--- src/rtl/piso_seq_ctrl.sv ---
// Sequencer for a WIDTH-bit parallel-in/serial-out shift register: accepts a word,
// loads it into the PISO, then paces one shift per DIV clocks with an optional idle gap.
module piso_seq_ctrl #(
    parameter int WIDTH    = 4,
    parameter int DIV      = 1,
    parameter int GAP_BITS = 0
) (
    input  logic                     clk,
    input  logic                     rst,
    input  logic [WIDTH-1:0]         in_data,
    input  logic                     in_valid,
    output logic                     in_ready,
    output logic [WIDTH-1:0]         pd,
    output logic                     s,
    output logic                     ser_en,
    output logic                     busy,
    output logic [$clog2(WIDTH)-1:0] bit_idx,
    output logic                     done
);

    localparam int BW      = $clog2(WIDTH);
    localparam int DW      = $clog2(DIV + 1);
    localparam int GAP_CYC = GAP_BITS * DIV;
    localparam int GW      = (GAP_CYC > 0) ? $clog2(GAP_CYC + 1) : 1;

    localparam logic [DW-1:0] DIV_LAST = DW'(DIV - 1);
    localparam logic [BW-1:0] BIT_LAST = BW'(WIDTH - 1);
    localparam logic [GW-1:0] GAP_LAST = GW'((GAP_CYC > 0) ? GAP_CYC - 1 : 0);

    typedef enum logic [1:0] {IDLE, LOAD, SHIFT, GAP} state_t;

    state_t        state, nxt_state;
    logic [DW-1:0] div_cnt, nxt_div;
    logic [BW-1:0] bit_cnt, nxt_bit;
    logic [GW-1:0] gap_cnt, nxt_gap;

    always_comb begin
        nxt_state = state;
        nxt_div   = div_cnt;
        nxt_bit   = bit_cnt;
        nxt_gap   = gap_cnt;
        case (state)
            IDLE: begin
                if (in_valid) nxt_state = LOAD;
            end
            LOAD: begin
                nxt_state = SHIFT;
                nxt_div   = '0;
                nxt_bit   = '0;
            end
            SHIFT: begin
                if (div_cnt == DIV_LAST) begin
                    nxt_div = '0;
                    if (bit_cnt == BIT_LAST) begin
                        nxt_bit = '0;
                        if (GAP_CYC > 0) begin
                            nxt_state = GAP;
                            nxt_gap   = '0;
                        end else begin
                            nxt_state = IDLE;
                        end
                    end else begin
                        nxt_bit = bit_cnt + BW'(1);
                    end
                end else begin
                    nxt_div = div_cnt + DW'(1);
                end
            end
            GAP: begin
                if (gap_cnt == GAP_LAST) nxt_state = IDLE;
                else nxt_gap = gap_cnt + GW'(1);
            end
            default: nxt_state = IDLE;
        endcase
    end

    // Outputs are registered from the upcoming state so they line up with the cycle they describe.
    always_ff @(posedge clk) begin
        if (rst) begin
            state    <= IDLE;
            div_cnt  <= '0;
            bit_cnt  <= '0;
            gap_cnt  <= '0;
            pd       <= '0;
            in_ready <= 1'b1;
            s        <= 1'b1;
            ser_en   <= 1'b0;
            busy     <= 1'b0;
            bit_idx  <= '0;
            done     <= 1'b0;
        end else begin
            state   <= nxt_state;
            div_cnt <= nxt_div;
            bit_cnt <= nxt_bit;
            gap_cnt <= nxt_gap;
            if (state == IDLE && in_valid) pd <= in_data;
            in_ready <= (nxt_state == IDLE);
            busy     <= (nxt_state != IDLE);
            s        <= (nxt_state != LOAD);
            ser_en   <= (nxt_state == LOAD) ||
                        (nxt_state == SHIFT && nxt_div == DIV_LAST && nxt_bit != BIT_LAST);
            done     <= (nxt_state == SHIFT && nxt_div == DIV_LAST && nxt_bit == BIT_LAST);
            bit_idx  <= (nxt_state == SHIFT) ? nxt_bit : '0;
        end
    end

endmodule
--- config.mk ---
export PLATFORM = sky130hd
export DESIGN_NAME = piso_seq_ctrl
export DESIGN_NICKNAME = d
export VERILOG_FILES = /design/src/rtl/piso_seq_ctrl.sv
export SDC_FILE = /design/constraint.sdc
export NUM_CORES = 1
export LEC_CHECK = 0
export BUFFER_PORTS_ARGS = -buffer_cell sky130_fd_sc_hd__buf_2
export CELL_PAD_IN_SITES_DETAIL_PLACEMENT = 0
export CELL_PAD_IN_SITES_GLOBAL_PLACEMENT = 1
export CORE_ASPECT_RATIO = 1.2
export CORE_UTILIZATION = 39
export CTS_CLUSTER_DIAMETER = 80
export DETAILED_ROUTE_END_ITERATION = 10
export GPL_TIMING_DRIVEN = 1
export PLACE_DENSITY_LB_ADDON = 0.1
export SLEW_MARGIN = 20
export SYNTH_ARGS = -nofsm -noshare
export SYNTH_HDL_FRONTEND = slang
export SYNTH_SLANG_ARGS = --single-unit
export TNS_END_PERCENT = 20
--- constraint.sdc ---
create_clock -name clk -period 4.4 [get_ports clk]
set_clock_uncertainty 0.05 [all_clocks]
set_input_delay 0.88 -clock clk [delete_from_list [all_inputs] [get_ports clk]]
set_output_delay 0.88 -clock clk [all_outputs]
set_load 0.02 [all_outputs]
# == Word level (Yosys, flattened, before mapping) ==
# Index checks and enable logic that the tools add are counted.
# Widths: inputs -> output; s select.
# word_totals
reg_bits,17
in_bits,7
word_cells,45
# classes
addsub,3
n_eq_ne,9
mux,11
n_bitwise,2
n_reduce_logical,9
# op_table
cell,n
$mux 2,6
$eq 2x2->1 const B,5
$pmux 2 s4,1
$eq 2x1->1 const B,2
$logic_and 1x1->1,4
$logic_not 2->1,2
$pmux 2 s2,1
$add 1x1->1 const B,2
$add 2x1->2 const B,1
$mux 1,2
$ne 2x1->1 const B,1
$ne 2x2->1 const B,1
$not 1->1,2
$pmux 1 s2,1
$reduce_bool 2->1,1
$reduce_or 2->1,1
$logic_or 1x1->1,1

# == Depth between registers and ports, before layout ==
# Gate-level depths: netlist of the first run.
# depth
word_depth,8
mapped_depth,6
mapped_depth_nobuf,6

# == Least setup slack after synthesis of the first run ==
# No wires, ideal clock.
# synth_path
path_type,in2reg
from,input in_valid
to,register ser_en
setup_ps,124
arrival_time_ps,1501
required_ps,4226
path_slack_ps,2725
cell_stages,4
path_buffers,0
path_cell_list,nand2b_1 -> a21bo_2 -> a22oi_2 -> o21ai_1
# synth_via
elab_chain_cells,6
word_cells_on_any_way,7
# synth_lines
element,line,rtl
from (decl),11,"input logic in_valid,"
$mux 2 *,44,if (in_valid) nxt_state = LOAD;
$pmux 2 s4 *,42,case (state)
$eq 2x2->1,101,(nxt_state == SHIFT && nxt_div == DIV_LAST && nxt_bit != BIT_LAST);
$logic_and 1x1->1 (2 in a row),101,
$logic_or 1x1->1 *,100,ser_en <= (nxt_state == LOAD) ||
to (signal assigned),100,
to (decl),15,"output logic ser_en,"
# Mark *: on every way between the ends. The rest lies on a longest branch, timed or not.
# A chain may end at the register's enable or synchronous reset.

# == Worst setup path in the final report of the first run ==
# layout_path
from,register state[1]
to,register ser_en
# layout_via
elab_chain_cells,7
word_cells_on_any_way,18
# layout_lines
element,line,rtl
from (decl),32,"state_t state, nxt_state;"
from (signal assigned),92,state <= nxt_state;
$mux 2,54,if (bit_cnt == BIT_LAST) begin
$mux 2,52,if (div_cnt == DIV_LAST) begin
$pmux 2 s4,42,
$eq 2x2->1,101,
$logic_and 1x1->1 (2 in a row),101,
$logic_or 1x1->1 *,100,
# Marks and branches as above.

==> flow_summary.json, run 1 <==
{
  "cts_setup_buffers": 0,
  "seq_area_frac_synth_pct": 47.6,
  "fmax_mhz": 573,
  "row_count": 16,
  "layout-drive-gt1-share_pct": 28.6,
  "placeableCoreArea_um2": 1620,
  "start_util_pct": 41.5,
  "stage_delay_of_the_slowest_cell_on_the_critical_path_ns": 0.43,
  "grt_max_degree": 15,
  "syn_to_final_growth_pct": 18.8,
  "hp-class": "reg -> reg",
  "drt-wirelength-per-cell_um": 11.8,
  "overflow": 0,
  "grt_setup_unrepaired": "false",
  "layout.nets": 104,
  "timing.setup.tns_ns": 0,
  "min_period_ns": 1.74,
  "route.detailed.drc": 0,
  "synth_warnings": 0,
  "synthTopCellsByArea": "sky130_fd_sc_hd__dfxtp_1, sky130_fd_sc_hd__ha_1, sky130_fd_sc_hd__nand3_1, sky130_fd_sc_hd__nand2_1, sky130_fd_sc_hd__nor2_1",
  "critical-path-slowest-cell": "sky130_fd_sc_hd__dfxtp_1",
  "crit_path_cell_trace": "inv_1, ha_1, nand2_1, o311a_2, o21ai_0, o21ai_1",
  "clockBufferDepth": 2,
  "cts_tree": "yes",
  "synth-seq-cells": 16,
  "ctsResizeCount": 0,
  "cp.required_ns": 4.52,
  "dr.first_iter.drc_count": 3,
  "cts.root.buffer_cell": "sky130_fd_sc_hd__clkbuf_4",
  "post-synth-top-area-fraction_pct": 47.6,
  "ant_nets": 0,
  "cp-end-kind": "flop",
  "final_core_util_pct": 49.3,
  "post_synth_top_flop": "sky130_fd_sc_hd__dfxtp_1",
  "fin_crit_sh_pct": 39.7,
  "total_buffers_and_inverters_traversed_by_the_critical_path": 1,
  "cts_sinks": 16,
  "drt_wl_total_mm": 1.28,
  "power.total_uw": 311,
  "syn_inst": 72,
  "drt-vias-per-instance": 4.96,
  "route.vias.total": 541,
  "cellLeakagePower_nw": 0.338,
  "worstSetupPathType": "reg -> reg",
  "worstPathArrival_ns": 1.86,
  "startpoint_type": "flop",
  "chipWidth_um": 39.9,
  "number_of_enable_type_register_cells_in_the_synthesized_netlist": 0,
  "cts_buffers": 3,
  "largest_area_contributor_in_the_synthesized_netlist": "sky130_fd_sc_hd__dfxtp_1",
  "postSynthNetCount": 83,
  "finalSetupViolCount": 0,
  "chipHeight_um": 47.5,
  "io_pins": 18,
  "grt_pass1_wl_mm": 1.84,
  "gpl.final_weighted_congestion": 0.741,
  "crit_path_max_fanout": 5,
  "synth_area_um2": 673,
  "worst_skew_pair.late_latency_ns": 0.27,
  "portBuffers": 17,
  "firstDrtPassIters": 4,
  "finalMaxSlewViolations": 0,
  "power.density_nw_per_um2": 389,
  "synthDistinctLibCells": 25,
  "postSynth.asyncResetShare_pct": 0,
  "hold_buffer_count_at_cts": 0,
  "groute.usage.overall_pct": 14.4,
  "grt_pass1_vias": 460,
  "run_status": "finished clean",
  "dp_hpwl_um": 978,
  "worst_ir_drop_vdd_mv": 0.191,
  "clk_pin_slew_ns": 0.09,
  "cp_top_family": "compound AO/OA/AOI/OAI gates",
  "slew-limit-headroom_pct": 82.6,
  "number_of_hold_slack_violations_in_the_final_timing_report": 0,
  "worst_pin_slew_ns": 0.258,
  "htree_num_levels": 1,
  "drv_cap": 0,
  "fp.dieArea_um2": 1900,
  "grt_antenna_before_repair": 0,
  "num_antenna_cells": 0,
  "synth_area_per_cell_um2": 9.35
}
worst paths after layout:
check | start | end | slack (ns) | cells past startpoint
setup reg to reg | state[1] | ser_en | 2.66 | 6
hold reg to reg | pd[2] | pd[2] | 0.41 | 2
setup / recovery | state[1] | ser_en | 2.66 | 6
hold / removal | pd[2] | pd[2] | 0.41 | 2
cell usage after synthesis, types with 2 or more instances:
master and instances:
sky130_fd_sc_hd__a21oi_1 5, sky130_fd_sc_hd__dfxtp_1 16, sky130_fd_sc_hd__ha_1 4, sky130_fd_sc_hd__inv_1 3
sky130_fd_sc_hd__nand2_1 8, sky130_fd_sc_hd__nand2b_1 4, sky130_fd_sc_hd__nand3_1 6, sky130_fd_sc_hd__nor2_1 7
sky130_fd_sc_hd__nor3_1 2, sky130_fd_sc_hd__o21ai_0 2
cells by family after synthesis:
| group | synth area share [%] |
|---|---|
| AND/OR/NAND/NOR | 23.2 |
| buffers and inverters | 2.23 |
| adder cells (fa/ha/maj) | 7.44 |
| AO/OA/AOI/OAI | 19.5 |
| flip-flops | 47.6 |
worst reg2reg max path: stages (launching register included):
cell and delay [ns]:
sky130_fd_sc_hd__dfxtp_1 0.43, sky130_fd_sc_hd__inv_1 0.13, sky130_fd_sc_hd__ha_1 0.34, sky130_fd_sc_hd__nand2_1 0.08, sky130_fd_sc_hd__o311a_2 0.38, sky130_fd_sc_hd__o21ai_0 0.16, sky130_fd_sc_hd__o21ai_1 0.07
registers in the layout (all words and copies together), names as in the netlist:
signal	count
bit_cnt	2
div_cnt	1
in_ready	1
pd	4
busy	1
s	1
bit_idx	2
done	1
state	2
ser_en	1
cell usage in the layout, fill, tap and decap left out:
cell and count:
sky130_fd_sc_hd__a21bo_2 1, sky130_fd_sc_hd__ha_1 4, sky130_fd_sc_hd__nor2_1 7, sky130_fd_sc_hd__nor3_1 2, sky130_fd_sc_hd__buf_2 17, sky130_fd_sc_hd__a211oi_1 1, sky130_fd_sc_hd__o21a_1 1, sky130_fd_sc_hd__nor2b_1 1
sky130_fd_sc_hd__o21ai_1 1, sky130_fd_sc_hd__or2b_1 1, sky130_fd_sc_hd__a21oi_1 5, sky130_fd_sc_hd__nand2_1 8, sky130_fd_sc_hd__inv_1 3, sky130_fd_sc_hd__nor4b_2 1, sky130_fd_sc_hd__dfxtp_1 16, sky130_fd_sc_hd__o21bai_1 1
sky130_fd_sc_hd__nand2b_1 4, sky130_fd_sc_hd__a311oi_2 1, sky130_fd_sc_hd__nand3_1 6, sky130_fd_sc_hd__o21ba_2 1, sky130_fd_sc_hd__a22oi_2 1, sky130_fd_sc_hd__clkbuf_4 3, sky130_fd_sc_hd__o21ai_0 2, sky130_fd_sc_hd__o311a_2 1
sky130_fd_sc_hd__or2_0 1, sky130_fd_sc_hd__o311a_1 1
per-layer routing:
metal	GRT usage, %	share of wire (%)
met4	6.21	0.55
met3	2.79	4.3
met1	15.1	43
met2	27.1	52
met5	0	0
power breakdown:
| part | leakage [nW] | switching (mW) | internal [mW] |
|---|---|---|---|
| clock network | 0.0138 | 0.0436 | 0.0317 |
| registers | 0.131 | 0.00605 | 0.157 |
| logic | 0.193 | 0.0444 | 0.0282 |
area by class of cell:
cell class / count / area (um2)
Tap cell: 18 / 22.5
Fill cell: 176 / 822
Sequential cell: 16 / 320
Clock buffer: 3 / 22.5
Inverter: 3 / 11.3
Timing Repair Buffer: 17 / 85.1
Multi-Input combinational cell: 52 / 338
metrics by stage:
stage               setup WS, ns  instances  hold WS [ns]  area [um2]
floorplan                   2.72         72         0.465         673
global placement            2.49        106         0.392         777
detailed placement          2.46        106         0.393         777
CTS                         2.64        109         0.407         800
global route                2.52        109         0.438         800
finish                      2.66        109         0.405         800
(Power assumes the default switching activity.)
==> inputs of run 2 (changes only) <==
Settings changed: CORE_UTILIZATION 39 to 33.
Clock period 4.4 ns to 1.5 ns, I/O delays scaled along.
==> run 2 against run 1 <==
Net effect: the flow now finishes with violations (setup timing); non-clock buffer count increased by 12; die area increased by 17%; register-to-register slack got worse by 2.7 ns; final cell count increased by 12%; count of clock-buffer cells in the layout unchanged; design area increased by 24%; maximum frequency increased by 14%; via count increased by 13%; critical path type unchanged; critical endpoint is now done.
==> flow_summary.json, run 2 (synthesis results as in run 1) <==
{
  "drt-wirelength-per-cell_um": 12.8,
  "row_count": 17,
  "final_worst_slack_ns": -0.0327,
  "cp-end-kind": "flop",
  "power_frac_comb_pct": 32.4,
  "most_used_cells_in_the_layout_excluding_fill_and_tap_cells": "sky130_fd_sc_hd__buf_2, sky130_fd_sc_hd__dfxtp_1, sky130_fd_sc_hd__buf_4",
  "clk_pin_slew_ns": 0.09,
  "hp-class": "in -> reg",
  "route.detailed.drc": 0,
  "grt_pass1_vias": 575,
  "hold_buffer_count_at_cts": 0,
  "numPlacedInstances": 115,
  "power.total_mw": 1.03,
  "slew-limit-headroom_pct": 79.1,
  "cts_tree": "yes",
  "power.share.clock_pct": 21.1,
  "htree_num_levels": 1,
  "finalMaxSlewViolations": 0,
  "fp.dieArea_um2": 2230,
  "count_of_filler_cells_inserted_in_the_layout": 174,
  "max_reg_flops": 4,
  "ant_nets": 0,
  "drt_wl_total_mm": 1.56,
  "stdcell_count": 122,
  "power.net_switching_uw": 314,
  "reg2reg_from": "state[1]",
  "grt_max_degree": 15,
  "route.vias.total": 609,
  "worst_ir_drop_vdd_mv": 0.458,
  "crit_path_max_fanout": 3,
  "swShare_pct": 30.6,
  "layout-drive-gt1-share_pct": 48.5,
  "drt-vias-per-instance": 4.99,
  "finalSetupViolCount": 2,
  "dr.first_iter.drc_count": 3,
  "place_ws_ns": -0.0520,
  "groute.usage.overall_pct": 14.9,
  "crit_path_cell_trace": "inv_4, ha_4, nand2_4, o311a_4, nor4b_4",
  "violated_checks": "setup timing",
  "io_pins": 18,
  "dp_hpwl_mm": 1.10,
  "syn_to_final_growth_pct": 47.6,
  "registers.top_by_ff_count": "pd",
  "worstSetupPathType": "reg -> reg",
  "cts_sinks": 16,
  "layout_commonest_cell": "sky130_fd_sc_hd__buf_2",
  "gpl.final_weighted_congestion": 0.775,
  "cellInternalPower_uw": 713,
  "firstDrtPassIters": 4,
  "stage_delay_of_the_slowest_cell_on_the_critical_path_ns": 0.39,
  "grt_antenna_before_repair": 0,
  "power.density_nw_per_um2": 1030,
  "cellLeakagePower_nw": 0.430,
  "cts.root.buffer_cell": "sky130_fd_sc_hd__clkbuf_4",
  "cts_buffers": 3,
  "number_of_hold_slack_violations_in_the_final_timing_report": 0,
  "fmax_mhz": 652,
  "crit_path_start": "state[1]",
  "drv_cap": 0,
  "chipWidth_um": 43.2,
  "overflow": 0,
  "critical-path-slowest-cell": "sky130_fd_sc_hd__o311a_4",
  "chipHeight_um": 51.5,
  "num_antenna_cells": 0,
  "worstPathArrival_ns": 1.68,
  "startpoint_type": "flop",
  "grt_pass1_wl_mm": 2.47,
  "placeableCoreArea_um2": 1870,
  "portBuffers": 17,
  "cp.required_ns": 1.65,
  "final_core_util_pct": 53.1,
  "grt_setup_unrepaired": "true",
  "run_status": "finished with violations",
  "hold_path.startpoint": "in_data[0]",
  "clockBufferDepth": 2,
  "min_period_ns": 1.53,
  "fin_crit_sh_pct": 102,
  "worst_pin_slew_ns": 0.313,
  "pwr-share-seq_pct": 46.5,
  "worst_skew_pair.late_latency_ns": 0.28,
  "layout.nets": 116,
  "finalHoldWorstSlack_ns": 0.218,
  "start_util_pct": 36.0
}
[run 2: path summary, 6_finish.rpt]
path | end | slack (ns) | cells past startpoint
hold reg to reg | pd[3] | 0.40 | 2
setup / recovery | done | -0.03 | 5
hold / removal | pd[0] | 0.22 | 3
setup reg to reg | done | -0.03 | 5
[run 2: worst max-delay path, delay by kind of cell, from the launching register on]
kind / cells / cell delay [ns]
compound gates: 1 / 0.39
flops: 1 / 0.38
simple gates: 2 / 0.31
fa+ha+maj: 1 / 0.27
buf+inv: 1 / 0.05
[run 2: what timing repair did]
item	4_1_cts	5_1_grt
pin swaps	5	8
gates cloned	0	0
buffers inserted	3	1
setup endpoints to repair	4	6
gates resized for setup	8	12
endpoints found under the hold margin	0	0
[run 2: cell type report]
cell class              instances  area, um2  area share, %
clock buffers                   3       22.5           2.27
well taps                      19       23.8           2.39
repair buffers                 29        179           18.0
inverters                       3       16.3           1.64
multi-input cells              52        427           42.9
flip-flops and latches         16        325           32.7
[run 2: metrics by stage]
stage / TNS [ns] / cell area [um2]
final: -0.0417 / 993
after global routing: -0.237 / 993
after CTS: -0.0269 / 926
after detailed placement: -0.105 / 840
after global placement: -0.0886 / 840
after floorplan: -0.0112 / 674
[run 2: metal layers]
metal	up-vias	part of all wire, %	global-route usage [%]	wire length [um]
met5	-	0	0	0
met4	0	1.8	8.08	28
met3	4	5.2	3.89	81
met2	17	53	25.4	823
met1	276	40	16.7	627
li1	312	-	-	-
[run 2: power by group through the flow]
stage | Combinational, mW | Sequential (mW) | Clock [mW]
2_1_floorplan | 0.119 | 0.521 | 0
3_3_place_gp | 0.248 | 0.483 | 0
3_5_place_dp | 0.247 | 0.485 | 0
4_1_cts | 0.288 | 0.476 | 0.228
5_1_grt | 0.360 | 0.481 | 0.252
6_report | 0.333 | 0.477 | 0.217
